===== src/rtl/pc_gen_multi.sv =====
// Fetch PC generator: holds the fetch PC, arbitrates prioritised redirects and
// tags each presented PC with an epoch so wrong-path fetches can be dropped.
module pc_gen_multi #(
  parameter int unsigned     XLEN      = 64,
  parameter logic [XLEN-1:0] RESET_PC  = XLEN'(64'h8000_0000),
  parameter int unsigned     INC       = 4,
  parameter int unsigned     NUM_REDIR = 3,
  parameter int unsigned     EPOCH_W   = 3,
  parameter int unsigned     BYPASS    = 1
) (
  input  logic                      clock,
  input  logic                      reset,
  input  logic [NUM_REDIR-1:0]      redir_valid,
  input  logic [NUM_REDIR*XLEN-1:0] redir_pc,
  input  logic                      halt,
  input  logic                      fetch_ready,
  output logic                      fetch_valid,
  output logic [XLEN-1:0]           fetch_pc,
  output logic [EPOCH_W-1:0]        fetch_epoch,
  output logic [NUM_REDIR-1:0]      redir_taken
);

  localparam logic [XLEN-1:0] PC_INC = XLEN'(INC);

  typedef enum logic [1:0] {
    ST_BOOT = 2'd0,
    ST_RUN  = 2'd1,
    ST_HALT = 2'd2
  } state_t;

  state_t               state_q, state_d;
  logic [XLEN-1:0]      pc_q, pc_d, sel_pc;
  logic [EPOCH_W-1:0]   epoch_q, epoch_d, epoch_inc;
  logic [NUM_REDIR-1:0] redir_req, grant;
  logic                 redir, fire, found;

  // Requests are masked while reset is low so outputs show reset values at once.
  assign redir_req   = redir_valid & {NUM_REDIR{reset}};
  assign redir_taken = grant;

  // Fixed-priority arbiter: lowest channel index wins.
  always_comb begin
    grant  = '0;
    sel_pc = '0;
    found  = 1'b0;
    for (int i = 0; i < NUM_REDIR; i++) begin
      if (redir_req[i] && !found) begin
        grant[i] = 1'b1;
        sel_pc   = redir_pc[i*XLEN +: XLEN];
        found    = 1'b1;
      end
    end
  end

  always_ff @(posedge clock or negedge reset) begin
    if (!reset) begin
      state_q <= ST_BOOT;
      pc_q    <= RESET_PC;
      epoch_q <= '0;
    end else begin
      state_q <= state_d;
      pc_q    <= pc_d;
      epoch_q <= epoch_d;
    end
  end

  always_comb begin
    state_d     = state_q;
    fetch_valid = 1'b0;
    fetch_pc    = pc_q;
    fetch_epoch = epoch_q;
    pc_d        = pc_q;
    redir       = |grant;
    epoch_inc   = epoch_q + EPOCH_W'(1);
    epoch_d     = redir ? epoch_inc : epoch_q;

    case (state_q)
      ST_BOOT: state_d = halt ? ST_HALT : ST_RUN;
      ST_RUN: begin
        fetch_valid = 1'b1;
        state_d     = halt ? ST_HALT : ST_RUN;
      end
      ST_HALT: state_d = halt ? ST_HALT : ST_RUN;
      default: state_d = ST_BOOT;
    endcase

    fire = fetch_valid & fetch_ready;

    // In bypass mode the target is presented now; otherwise it appears next cycle.
    if (redir) begin
      if (BYPASS != 0) begin
        fetch_pc    = sel_pc;
        fetch_epoch = epoch_inc;
        pc_d        = fire ? sel_pc + PC_INC : sel_pc;
      end else begin
        pc_d = sel_pc;
      end
    end else if (fire) begin
      pc_d = pc_q + PC_INC;
    end
  end

endmodule


===== config.mk =====
export PLATFORM = sky130hd
export DESIGN_NAME = pc_gen_multi
export DESIGN_NICKNAME = d
export VERILOG_FILES = /design/src/rtl/pc_gen_multi.sv
export SDC_FILE = /design/constraint.sdc
export NUM_CORES = 1
export LEC_CHECK = 0
export BUFFER_PORTS_ARGS = -buffer_cell sky130_fd_sc_hd__buf_2
export CORE_MARGIN = 1
export CORE_UTILIZATION = 40
export CTS_CLUSTER_DIAMETER = 40
export CTS_CLUSTER_SIZE = 24
export DETAILED_ROUTE_END_ITERATION = 12
export MAX_ROUTING_LAYER = met4
export PLACE_DENSITY = 0.71
export SLEW_MARGIN = 20
export SYNTH_ARGS = -nofsm -noshare
export SYNTH_HDL_FRONTEND = slang
export SYNTH_SLANG_ARGS = --single-unit

===== constraint.sdc =====
create_clock -name clock -period 9.2 [get_ports clock]
set_input_delay 2.76 -clock clock [delete_from_list [all_inputs] [get_ports clock]]
set_output_delay 2.76 -clock clock [all_outputs]
set_load 0.005 [all_outputs]

== Word-level counts from Yosys, hierarchy flattened ==
Index checks and enable logic that the tools add are counted.
W data, S select, Z words.

* Register bits: 69
* Latch bits: 0
* Memory bits (writable): 0
* Bits in read-only memories: 0
* Bits of input ports: 199
* Word-level logic and storage cells: 33
* Memories kept: 0

* Add/subtract/negate cells: 3
* Multipliers: 0
* Div/mod/pow operators: 0
* Magnitude comparators: 0
* Eq/ne operators: 2
* Shift operators: 0
* Muxes and demuxes: 15
* Bitwise operators: 2
* Reductions and logical operators: 8

{| class="wikitable"
|+ Operators by type and width
! kind !! number
|-
| $mux W64 || 7
|-
| $add A64 B3 Y64 const B || 2
|-
| $reduce_or A3 Y1 || 2
|-
| $mux W1 || 5
|-
| $mux W2 || 2
|-
| $add A3 B1 Y3 const B || 1
|-
| $and A3 B3 Y3 || 1
|-
| $mux W3 || 1
|-
| $eq A2 B1 Y1 const B || 1
|-
| $eq A2 B2 Y1 const B || 1
|-
| $logic_and A1 B1 Y1 || 2
|-
| $logic_not A1 Y1 || 2
|-
| $logic_not A2 Y1 || 1
|-
| $reduce_bool A2 Y1 || 1
|-
| $and A1 B1 Y1 || 1
|}

== Depth between registers and ports, before layout ==
Gate-level depths: netlist of the first run.

* Depth after elaboration: 11
* Mapped depth: 19
* Depth with buffers taken out: 12

== Worst setup path before layout of the first run ==
Ideal clock, no wire load.

* Kind: input-to-output
* From: input redir_valid[1]
* To: output fetch_pc[31]
* Arrival time: 4.771 ns
* Setup slack: 1.669 ns
* Stages on the path: 12
* Path buffers: 8
* Cell sequence: buf_6 nand4bb_1 buf_2 clkinv_2 buf_4 buf_2 buf_2 buf_2 buf_1 buf_1 a21oi_1 o21ai_0

* Cells in the longest elaborated chain, start to end: 8
* Elaborated cells between the ends (all ways): 11
* Those cells by class: 6 x mux; 1 x bitwise; 4 x reduce/logical

{| class="wikitable"
|+ Ends and longest elaborated chain
! element !! RTL line !! source
|-
| from (decl) || 13 || <nowiki>input logic [NUM_REDIR-1:0] redir_valid,</nowiki>
|-
| $and A3 B3 Y3 || 38 || <nowiki>assign redir_req = redir_valid & {NUM_REDIR{reset}};</nowiki>
|-
| $logic_and A1 B1 Y1 || 47 || <nowiki>if (redir_req[i] && !found) begin</nowiki>
|-
| $mux W1 || 47 ||
|-
| $logic_not A1 Y1 || 47 ||
|-
| $logic_and A1 B1 Y1 || 47 ||
|-
| $mux W1 || 47 ||
|-
| via redir_taken[2] || 20 || <nowiki>output logic [NUM_REDIR-1:0] redir_taken</nowiki>
|-
| $reduce_or A3 Y1 || 73 || <nowiki>redir = |grant;</nowiki>
|-
| $mux W64 || 90 || <nowiki>if (redir) begin</nowiki>
|-
| to (decl) || 18 || <nowiki>output logic [XLEN-1:0] fetch_pc,</nowiki>
|}

The timed path passes the listed nets, and every way through them passes these cells.

== Final worst setup path of the first run ==
* From: input redir_valid[0]
* To: output fetch_pc[39]

* Cells in the longest elaborated chain, start to end: 10
* Elaborated cells between the ends (all ways): 14
* Those cells by class: 8 x mux; 1 x bitwise; 5 x reduce/logical

{| class="wikitable"
|+ Ends and longest elaborated chain
! element !! RTL line
|-
| $and A3 B3 Y3 (*) || 38
|-
| $mux W1 || 47
|-
| $logic_not A1 Y1 || 47
|-
| $logic_and A1 B1 Y1 || 47
|-
| $mux W1 || 47
|-
| $logic_not A1 Y1 || 47
|-
| $logic_and A1 B1 Y1 || 47
|-
| $mux W1 || 47
|-
| $reduce_or A3 Y1 || 73
|-
| $mux W64 (*) || 90
|}

Every way passes the cells marked *; elsewhere a longest branch is shown, timed or not.

==> results of run 1 <==
-- registers in the layout, indices dropped and copies added, names as in the netlist --
register,cells
epoch_q,3
pc_q,64
state_q,2
-- kinds of logic (layout without fill, tap and decap cells) --
family / after synthesis / count (layout) / synth area share
other: 0 / 3 / 0
DFF: 69 / 69 / 0.230
AOI/OAI and AO/OA: 260 / 260 / 0.236
and+or+nand+nor: 522 / 522 / 0.366
adders and majority gates: 3 / 3 / 0.00500
buffers and inverters: 76 / 316 / 0.0490
muxes: 4 / 4 / 0.00716
xor gates and xnor gates: 92 / 92 / 0.107
-- power by group through the flow --
| stage | clock network (mW) | logic, mW | registers [mW] |
|---|---|---|---|
| after floorplan | 0 | 0.201 | 0.390 |
| after global placement | 0 | 0.349 | 0.404 |
| after detailed placement | 0 | 0.353 | 0.404 |
| after CTS | 0.336 | 0.354 | 0.399 |
| after global routing | 0.348 | 0.392 | 0.408 |
| final | 0.335 | 0.356 | 0.402 |
-- worst max-delay path by stage --
stage	endpoint
2_1_floorplan	fetch_pc[31]
3_3_place_gp	fetch_pc[40]
3_5_place_dp	fetch_pc[58]
4_1_cts	fetch_pc[26]
5_1_grt	fetch_pc[26]
6_report	fetch_pc[39]
-- routing by layer --
layer / GRT usage / vias up / wire length, µm
li1: - / 4279 / -
met2: 0.505 / 617 / 13900
met5: - / - / 0
met3: 0.0577 / 86 / 3370
met1: 0.427 / 4321 / 12800
met4: 0.133 / 0 / 1140
-- cell usage in the layout (no fill, tap or decap), drive strengths merged, types with 4 or more instances in the layout --
cell    instances
and4b           8
nor4           16
nand3b         11
and3b           6
o22ai           4
inv            12
dfrtp          68
a211oi          8
a22oi           9
o21a            4
xnor2          43
o211ai          7
nor3           25
a22o           19
a31oi           8
a221o           5
a21oi          55
buf           286
clkbuf         15
or4             4
and4           11
nand4          34
o221ai          6
and3           34
nand2b          8
nor2           61
a21o           27
nor2b           6
o21ai          64
xor2           49
nand4b         19
nand2         190
a221oi         15
nand3          61
and2           12
or2             4
-- cell type report --
| type | count | share of cell area |
|---|---|---|
| Antenna cell | 3 | 0.000808 |
| Clock buffer | 15 | 0.0288 |
| Clock inverter | 1 | 0.000539 |
| Inverter | 14 | 0.00579 |
| Multi-Input combinational cell | 881 | 0.585 |
| Sequential cell | 69 | 0.186 |
| Tap cell | 229 | 0.0309 |
| Timing Repair Buffer | 286 | 0.162 |
-- metrics by stage --
| step | instance area, µm² | total power [mW] | utilization |
|---|---|---|---|
| after floorplan | 7510 | 0.591 | - |
| after global placement | 9000 | 0.753 | 0.494 |
| after detailed placement | 9000 | 0.757 | 0.494 |
| after CTS | 9280 | 1.09 | 0.509 |
| after global routing | 9290 | 1.15 | 0.510 |
| final | 9290 | 1.09 | 0.510 |
-- worst max-delay path: stages --
cell      delay (ns)
buf_2           0.34
nor3_1          0.41
nand2b_2        0.83
buf_4           0.40
nand2_1         0.08
nand2_1         0.11
buf_2           0.13
==> flow_summary_export.csv, run 1 <==
group,metric,value,unit
global_routing,grt_antenna_before_repair,3,
yosys,synth_area_leaders,"dfrtp_1, nand2_1, xor2_1",
yosys,synth_area,0.00751,mm²
cells_and_area,fillers,1856,
detailed_routing,via_count,9303,
yosys,synth_edf_count,0,
sta,rsz0062_at_grt,"false",
sta,setup_ws,1.36,ns
die,ios,270,
clock_network,h-tree-depth,3,
sta,hold_ws,0.464,ns
global_routing,grt_pass1_vias,8843,
clock_network,ctsResizeCount,0,
power_and_ir_drop,p_int,0.705,mW
yosys,netlist.area_leader.share,0.226,
placement,dpl_worst_slack,1.43,ns
detailed_routing,viasPerCell,6.21,
yosys,synth_nets,1228,
clock_network,cts_tree,"yes",
yosys,synth.top_cells.by_count,"nand2_1, dfrtp_1, nand3_1, nor2_1, o21ai_0",
sta,setup_viol,0,
yosys,yosysTopAreaCell,"dfrtp_1",
power_and_ir_drop,swShare,0.354,
cells_and_area,seqCellArea,0.00173,mm²
placement,hpwl,23800,µm
placement,portBuffers,269,
clock_network,worstSkewPairLatency,0.34,ns
clock_network,clockBufferDepth,2,
clock_network,cts_made_buffers,9,
die,core_area,0.0182,mm²
run,maxCapViolCount,0,
status,outcome,"finished, violations left",
sta,min_period,7.84,ns
worst_setup_path,worstSetupPathType,"in -> out",
cells_and_area,drive_gt1_frac,0.257,
worst_setup_path,critical_path.startpoint,"redir_valid[0]",
yosys,syn_area_per_cell,7.32,µm²
die,die_area,0.0193,mm²
global_routing,grt_max_degree,57,
cells_and_area,layout.nets,1463,
detailed_routing,drt_iter0_drc,977,
worst_setup_path,r2r_end,"pc_q[54]",
worst_setup_path,r2r_slack,5.56,ns
die,die_h,139,µm
clock_network,cts-root-buf,"clkbuf_16",
power_and_ir_drop,combPwrFrac,0.326,
clock_network,cts_sinks,69,
global_routing,gr-total-overflow,0,
yosys,async_reset_ff_frac,1.00,
yosys,synthFlopType,"dfrtp_1",
detailed_routing,drtAntennaViolNets,0,
power_and_ir_drop,p_sw,0.387,mW
sta,fmaxAchievable,0.127,GHz
sta,fin_worst_skew,0.00553,ns
clock_network,holdBufCountCts,0,
status,violations,"DRC",
sta,tightestPinTransition,1.05,ns
worst_setup_path,critPathRequiredTime,6.44,ns
cells_and_area,area_growth_syn_to_layout,23.6,%
power_and_ir_drop,leakage,4.29,nW
yosys,yosysMostFrequentCell,"nand2_1",
hold_path,whs_path_depth,1,
hold_path,min_from,"epoch_q[2]",
yosys,synth_warnings,0,
placement,gp_congestion,1.00,
power_and_ir_drop,pwr-share-seq,0.368,
die,fp.dieW,139,µm
global_routing,grt_pass1_wl,48200,µm
worst_setup_path,reg2reg_depth,8,
worst_setup_path,start_kind,"primary input",
clock_network,cts_setup_buffers,0,
die,rows,49,
detailed_routing,routed_wirelength,31200,µm
detailed_routing,detail_route.wl_per_cell,20.8,µm
power_and_ir_drop,power.density,118,mW/mm²
yosys,seq_area_frac_synth,0.230,
sta,maxSlewHeadroom,0.291,
worst_setup_path,crit_fanout,43,
sta,final.setup.tns,0,ns
global_routing,globalRouteTotalUtil,0.329,
hold_path,hold_class,"reg -> reg",
yosys,ys_ff_latch,69,
power_and_ir_drop,power_frac_clock,0.306,
clock_network,cts.clk_slew.worst_paths,0.06,ns
detailed_routing,drc,11,
worst_setup_path,r2r-start,"state_q[1]",
hold_path,holdPathEnd,"epoch_q[2]",
worst_setup_path,worstPathArrival,5.08,ns
worst_setup_path,end_kind,"primary output",
cells_and_area,multi_input_area,0.00544,mm²
power_and_ir_drop,ir_drop,0.0921,mV
sta,min_period_over_period,0.853,
sta,drv_slew,0,
die,initial_utilization,0.413,
sta,final_hold_viol_count,0,
yosys,synth_cells,1026,
detailed_routing,firstDrtPassIters,10,
yosys,ys_types,82,
placement,placed_cells,1479,
cells_and_area,final_cells,1498,
No activity file was read; power rests on OpenSTA's default activity.
==> run 2: changes to the inputs <==
--- a/config.mk
+++ b/config.mk
@@ -7,12 +7,12 @@
 export LEC_CHECK = 0
 export BUFFER_PORTS_ARGS = -buffer_cell sky130_fd_sc_hd__buf_2
 export CORE_MARGIN = 1
-export CORE_UTILIZATION = 40
+export CORE_UTILIZATION = 30
 export CTS_CLUSTER_DIAMETER = 40
 export CTS_CLUSTER_SIZE = 24
 export DETAILED_ROUTE_END_ITERATION = 12
 export MAX_ROUTING_LAYER = met4
-export PLACE_DENSITY = 0.71
+export PLACE_DENSITY = 0.59
 export SLEW_MARGIN = 20
 export SYNTH_ARGS = -nofsm -noshare
 export SYNTH_HDL_FRONTEND = slang
==> constraint.sdc (replaced) <==
create_clock -name clock -period 6.4 [get_ports clock]
set_input_delay 1.92 -clock clock [delete_from_list [all_inputs] [get_ports clock]]
set_output_delay 1.92 -clock clock [all_outputs]
set_load 0.005 [all_outputs]
==> flow_summary_export.csv, run 2 (same netlist as run 1, synthesis figures left out) <==
group,metric,value,unit
worst_setup_path,worstPathArrival,3.84,ns
die,fp.dieW,160,µm
sta,fin_worst_skew,0.00717,ns
worst_setup_path,critPathCapture,"fetch_pc[58]",
global_routing,grt_pass1_vias,8930,
clock_network,ctsResizeCount,0,
die,die_h,160,µm
cells_and_area,largest_reg_flops,64,
sta,min_period_over_period,0.901,
die,die_area,0.0257,mm²
cells_and_area,layout.nets,1484,
clock_network,clockBufferDepth,2,
global_routing,grt_antenna_before_repair,2,
clock_network,cts.clk_slew.worst_paths,0.06,ns
power_and_ir_drop,swShare,0.362,
clock_network,h-tree-depth,3,
sta,rsz0062_at_grt,"false",
sta,maxSlewHeadroom,0.186,
sta,setup_viol,0,
worst_setup_path,critPathRequiredTime,4.48,ns
cells_and_area,multi_input_area,0.00543,mm²
cells_and_area,reg_top3,"pc_q (64), epoch_q (3), state_q (2)",
sta,final.setup.tns,0,ns
global_routing,grt_pass1_wl,50100,µm
cells_and_area,area_growth_syn_to_layout,27.5,%
detailed_routing,drtAntennaViolNets,0,
worst_setup_path,max_stage_delay,0.55,ns
worst_setup_path,crit_buf_inv,4,
detailed_routing,dr_wl_met3,2460,µm
power_and_ir_drop,power_frac_clock,0.302,
clock_network,cts_setup_buffers,0,
global_routing,grt_max_degree,77,
sta,final_hold_viol_count,0,
detailed_routing,routed_wirelength,32700,µm
sta,tightestPinTransition,1.21,ns
worst_setup_path,path_depth,8,
power_and_ir_drop,leakage,4.40,nW
power_and_ir_drop,ir_drop,0.140,mV
sta,drv_slew,0,
detailed_routing,maxUsedRoutingLayer,"met4",
clock_network,cts_tree,"yes",
worst_setup_path,worstSetupPathType,"in -> out",
global_routing,globalRouteTotalUtil,0.259,
run,maxCapViolCount,0,
global_routing,gr-total-overflow,0,
placement,hpwl,25800,µm
power_and_ir_drop,pwr-share-seq,0.366,
cells_and_area,seqCellArea,0.00173,mm²
detailed_routing,detail_route.wl_per_cell,20.3,µm
worst_setup_path,r2r_slack,2.91,ns
cells_and_area,final_cell_mix,"buf_2, nand2_1, dfrtp_1",
die,ios,270,
die,rows,57,
worst_setup_path,start_kind,"primary input",
hold_path,hold_class,"reg -> reg",
detailed_routing,firstDrtPassIters,5,
placement,placed_area,0.00930,mm²
worst_setup_path,crit_fanout,40,
worst_setup_path,crit_family,"buffers and inverters",
cells_and_area,top_register,"pc_q",
detailed_routing,m1WireLength,13900,µm
placement,gp_congestion,0.938,
cells_and_area,design_area,0.00958,mm²
clock_network,worstSkewPairLatency,0.34,ns
cells_and_area,fillers,2640,
clock_network,cts_sinks,69,
detailed_routing,viasPerCell,5.70,
worst_setup_path,critPathSlowestCell,"and2_1",
cells_and_area,final_common_cell,"buf_2",
sta,fmaxAchievable,0.174,GHz
status,outcome,"completed",
die,core_area,0.0245,mm²
cells_and_area,drive_gt1_frac,0.270,
worst_setup_path,path_cells,"buf_2 > buf_4 > and2_1 > buf_4 > nand2_1 > nand2_1 > a21o_1 > buf_2",
detailed_routing,via_count,9190,
detailed_routing,drc,0,
placement,portBuffers,269,
detailed_routing,drt_iter0_drc,681,
power_and_ir_drop,p_int,1.01,mW
sta,min_period,5.76,ns
power_and_ir_drop,combPwrFrac,0.332,
worst_setup_path,r2r_end,"pc_q[63]",
power_and_ir_drop,p_sw,0.574,mW
clock_network,holdBufCountCts,0,
worst_setup_path,reg2reg_depth,7,
worst_setup_path,r2r-start,"pc_q[15]",
clock_network,cts-root-buf,"clkbuf_16",
clock_network,cts_made_buffers,9,
power_and_ir_drop,power.density,165,mW/mm²
worst_setup_path,critical_path.startpoint,"redir_valid[0]",
die,initial_utilization,0.307,
detailed_routing,met2_length,15400,µm
worst_setup_path,end_kind,"primary output",
## run 2: cell count changes in the layout (fill, tap and decap cells not counted), sizes merged
cell | before | now
clkinv | 3 | 6
diode | 3 | 2
clkbuf | 15 | 12
buf | 286 | 307
## run 2: per-stage QoR
stage	hold slack, ns	std cells	util	worst slack (ns)	total power, mW
6_report	0.466	1613	0.392	0.636	1.58
5_1_grt	0.508	1613	0.392	0.531	1.67
4_1_cts	0.469	1611	0.391	0.651	1.59
3_5_place_dp	0.467	1595	0.380	0.647	1.11
3_3_place_gp	0.458	1595	0.380	0.680	1.11
2_1_floorplan	0.437	1026	-	0.549	0.850
## run 2: worst reg2reg max path, delay by kind of cell, from the launching register on
kind                      cells  cell delay (ns)
and+or+nand+nor               5             2.65
DFF                           1             0.42
xor gates and xnor gates      1             0.20
AOI/OAI and AO/OA             1             0.14
## run 2: worst min path at each step
stage          startpoint          to  slack, ns  depth (start not counted)
2_1_floorplan  state_q[0]  state_q[0]       0.44                          1
3_3_place_gp   state_q[1]  state_q[0]       0.46                          1
3_5_place_dp   state_q[1]  state_q[0]       0.47                          1
4_1_cts        state_q[1]  state_q[0]       0.47                          1
5_1_grt        epoch_q[2]  epoch_q[2]       0.51                          1
6_report       epoch_q[2]  epoch_q[2]       0.47                          1
## run 2: area by class of cell
cell class              count  area share
clock inverters             4     0.00248
diodes                      2    0.000522
flip-flops and latches     69       0.180
inverters                  14     0.00562
clock buffers              12      0.0257
multi-input cells         881       0.567
well taps                 324      0.0423
repair buffers            307       0.176
## run 2: power groups by stage
stage / clock (mW) / sequential, mW / combinational, mW
5_1_grt: 0.498 / 0.590 / 0.581
4_1_cts: 0.483 / 0.577 / 0.529
2_1_floorplan: 0 / 0.561 / 0.289
6_report: 0.478 / 0.580 / 0.526
3_3_place_gp: 0 / 0.583 / 0.523
3_5_place_dp: 0 / 0.584 / 0.527
## run 2: metal layers
metal / GRT usage / vias to the layer above
met4: 0.0823 / 0
li1: - / 4326
met5: - / -
met2: 0.417 / 442
met3: 0.0377 / 58
met1: 0.332 / 4364
==> run 3: changes to the inputs <==
--- a/config.mk
+++ b/config.mk
@@ -8,11 +8,12 @@
 export BUFFER_PORTS_ARGS = -buffer_cell sky130_fd_sc_hd__buf_2
 export CORE_MARGIN = 1
 export CORE_UTILIZATION = 30
+export CTS_BUF_LIST = sky130_fd_sc_hd__clkbuf_16
 export CTS_CLUSTER_DIAMETER = 40
 export CTS_CLUSTER_SIZE = 24
 export DETAILED_ROUTE_END_ITERATION = 12
 export MAX_ROUTING_LAYER = met4
-export PLACE_DENSITY = 0.59
+export PLACE_DENSITY = 0.57
 export SLEW_MARGIN = 20
 export SYNTH_ARGS = -nofsm -noshare
 export SYNTH_HDL_FRONTEND = slang
==> constraint.sdc (replaced) <==
create_clock -name clock -period 6.11 [get_ports clock]
set_input_delay 1.833 -clock clock [delete_from_list [all_inputs] [get_ports clock]]
set_output_delay 1.833 -clock clock [all_outputs]
set_load 0.005 [all_outputs]
==> flow_summary_export.csv, run 3 (same netlist as run 1, synthesis figures left out) <==
group,metric,value,unit
clock_network,cts_made_buffers,9,
clock_network,cts.clk_slew.worst_paths,0.06,ns
run,maxCapViolCount,0,
cells_and_area,reg_top3,"pc_q (64), epoch_q (3), state_q (2)",
sta,fmaxAchievable,0.176,GHz
clock_network,worstSkewPairLatency,0.34,ns
clock_network,h-tree-depth,3,
sta,drv_slew,0,
worst_setup_path,r2r_slack,2.92,ns
sta,rsz0062_at_grt,"false",
cells_and_area,largest_reg_flops,64,
cells_and_area,top_register,"pc_q",
sta,setup_ws,0.436,ns
die,die_area,0.0257,mm²
die,rows,57,
cells_and_area,final_common_cell,"buf_2",
sta,min_period,5.67,ns
worst_setup_path,reg2reg_depth,7,
cells_and_area,layout.nets,1486,
global_routing,globalRouteTotalUtil,0.266,
sta,final_hold_viol_count,0,
status,outcome,"completed",
global_routing,gr-total-overflow,0,
power_and_ir_drop,power,1.73,mW
placement,hpwl,26600,µm
detailed_routing,drt_iter0_drc,700,
clock_network,cts_sinks,69,
detailed_routing,via_count,9199,
worst_setup_path,end_kind,"primary output",
hold_path,min_from,"epoch_q[2]",
worst_setup_path,worstSetupPathType,"in -> out",
hold_path,hold_class,"reg -> reg",
detailed_routing,firstDrtPassIters,8,
global_routing,grt_max_degree,43,
worst_setup_path,worstPathArrival,3.84,ns
detailed_routing,detail_route.wl_per_cell,20.7,µm
die,die_h,160,µm
cells_and_area,drive_gt1_frac,0.269,
hold_path,holdPathEnd,"epoch_q[2]",
power_and_ir_drop,power.density,179,mW/mm²
cells_and_area,fillers,2639,
detailed_routing,drc,0,
clock_network,cts_tree,"yes",
clock_network,ctsResizeCount,0,
global_routing,grt_pass1_wl,51100,µm
worst_setup_path,r2r_end,"pc_q[59]",
worst_setup_path,critPathRequiredTime,4.28,ns
sta,setup_viol,0,
hold_path,whs_path_depth,1,
clock_network,clockBufferDepth,2,
worst_setup_path,start_kind,"primary input",
power_and_ir_drop,leakage,4.42,nW
die,ios,270,
global_routing,grt_pass1_vias,8992,
detailed_routing,viasPerCell,5.69,
sta,tightestPinTransition,0.834,ns
placement,portBuffers,269,
detailed_routing,routed_wirelength,33500,µm
cells_and_area,final_cell_mix,"buf_2, nand2_1, dfrtp_1",
sta,min_period_over_period,0.929,
worst_setup_path,r2r-start,"pc_q[16]",
clock_network,cts-root-buf,"clkbuf_16",
sta,final.setup.tns,0,ns
clock_network,holdBufCountCts,0,
clock_network,cts_setup_buffers,0,
placement,gp_congestion,0.947,
detailed_routing,drtAntennaViolNets,0,
global_routing,grt_antenna_before_repair,3,
sta,maxSlewHeadroom,0.436,
placement,dpl_worst_slack,0.432,ns
sta,fin_worst_skew,0.00997,ns
worst_setup_path,crit_fanout,29,
die,core_area,0.0245,mm²
die,fp.dieW,160,µm
die,initial_utilization,0.307,
cells_and_area,area_growth_syn_to_layout,28.1,%
power_and_ir_drop,ir_drop,0.0851,mV
==> run 3: cell count changes in the layout (fill, tap and decap cells not counted) <==
cell        previous run  this run
buf_4                 35        38
clkinv_2               4         1
bufinv_16              0         2
clkbuf_1               2         0
clkinv_1               1         3
inv_1                 12        14
buf_12                 4         3
clkbuf_8               1         0
clkinv_4               1         0
clkinvlp_4             0         1
diode_2                2         3
==> run 3: worst max path at each step <==
| stage | from | end | slack (ns) | cells past startpoint |
|---|---|---|---|---|
| after global placement | redir_valid[1] | fetch_pc[57] | 0.48 | 7 |
| after floorplan | redir_valid[1] | fetch_pc[31] | 0.43 | 12 |
| after CTS | redir_valid[1] | fetch_pc[57] | 0.43 | 7 |
| after detailed placement | redir_valid[1] | fetch_pc[57] | 0.43 | 7 |
| after global routing | redir_valid[1] | fetch_pc[57] | 0.25 | 7 |
| final | redir_valid[1] | fetch_pc[57] | 0.44 | 7 |
==> run 3: cell type report <==
type	instances	area, µm²	area share
well taps	324	405	0.0421
flip-flops and latches	69	1730	0.180
multi-input cells	881	5430	0.565
inverters	14	53.8	0.00559
clock buffers	9	225	0.0234
diodes	3	7.51	0.000780
clock inverters	7	82.6	0.00858
repair buffers	309	1690	0.175
==> run 3: power by group <==
group | total [mW] | internal, mW | switching, mW
Sequential | 0.608 | 0.526 | 0.0820
Clock | 0.568 | 0.352 | 0.216
Combinational | 0.551 | 0.246 | 0.304
Total | 1.73 | 1.12 | 0.603
==> run 3: metal layers <==
metal / track usage / share of wire / routed length [µm] / up-vias
met2: 0.428 / 0.47 / 15700 / 436
met1: 0.332 / 0.42 / 14200 / 4384
li1: - / - / - / 4325
met4: 0.0896 / 0.026 / 872 / 0
met3: 0.0506 / 0.083 / 2780 / 54
met5: - / 0 / 0 / -
==> run 3: critical path, cell delays in order <==
cell and delay, ns:
buf_2 0.27, nand4bb_1 0.21, clkinv_2 0.23, buf_12 0.24, a221oi_1 0.74, nand2_1 0.13, buf_2 0.17
==> run 3: through the flow <==
step	hold WS [ns]	instances	utilization	instance area [µm²]
2_1_floorplan	0.437	1026	-	7510
4_1_cts	0.474	1613	0.393	9610
5_1_grt	0.493	1616	0.393	9620
3_3_place_gp	0.457	1597	0.380	9300
6_report	0.469	1616	0.393	9620
3_5_place_dp	0.458	1597	0.380	9310
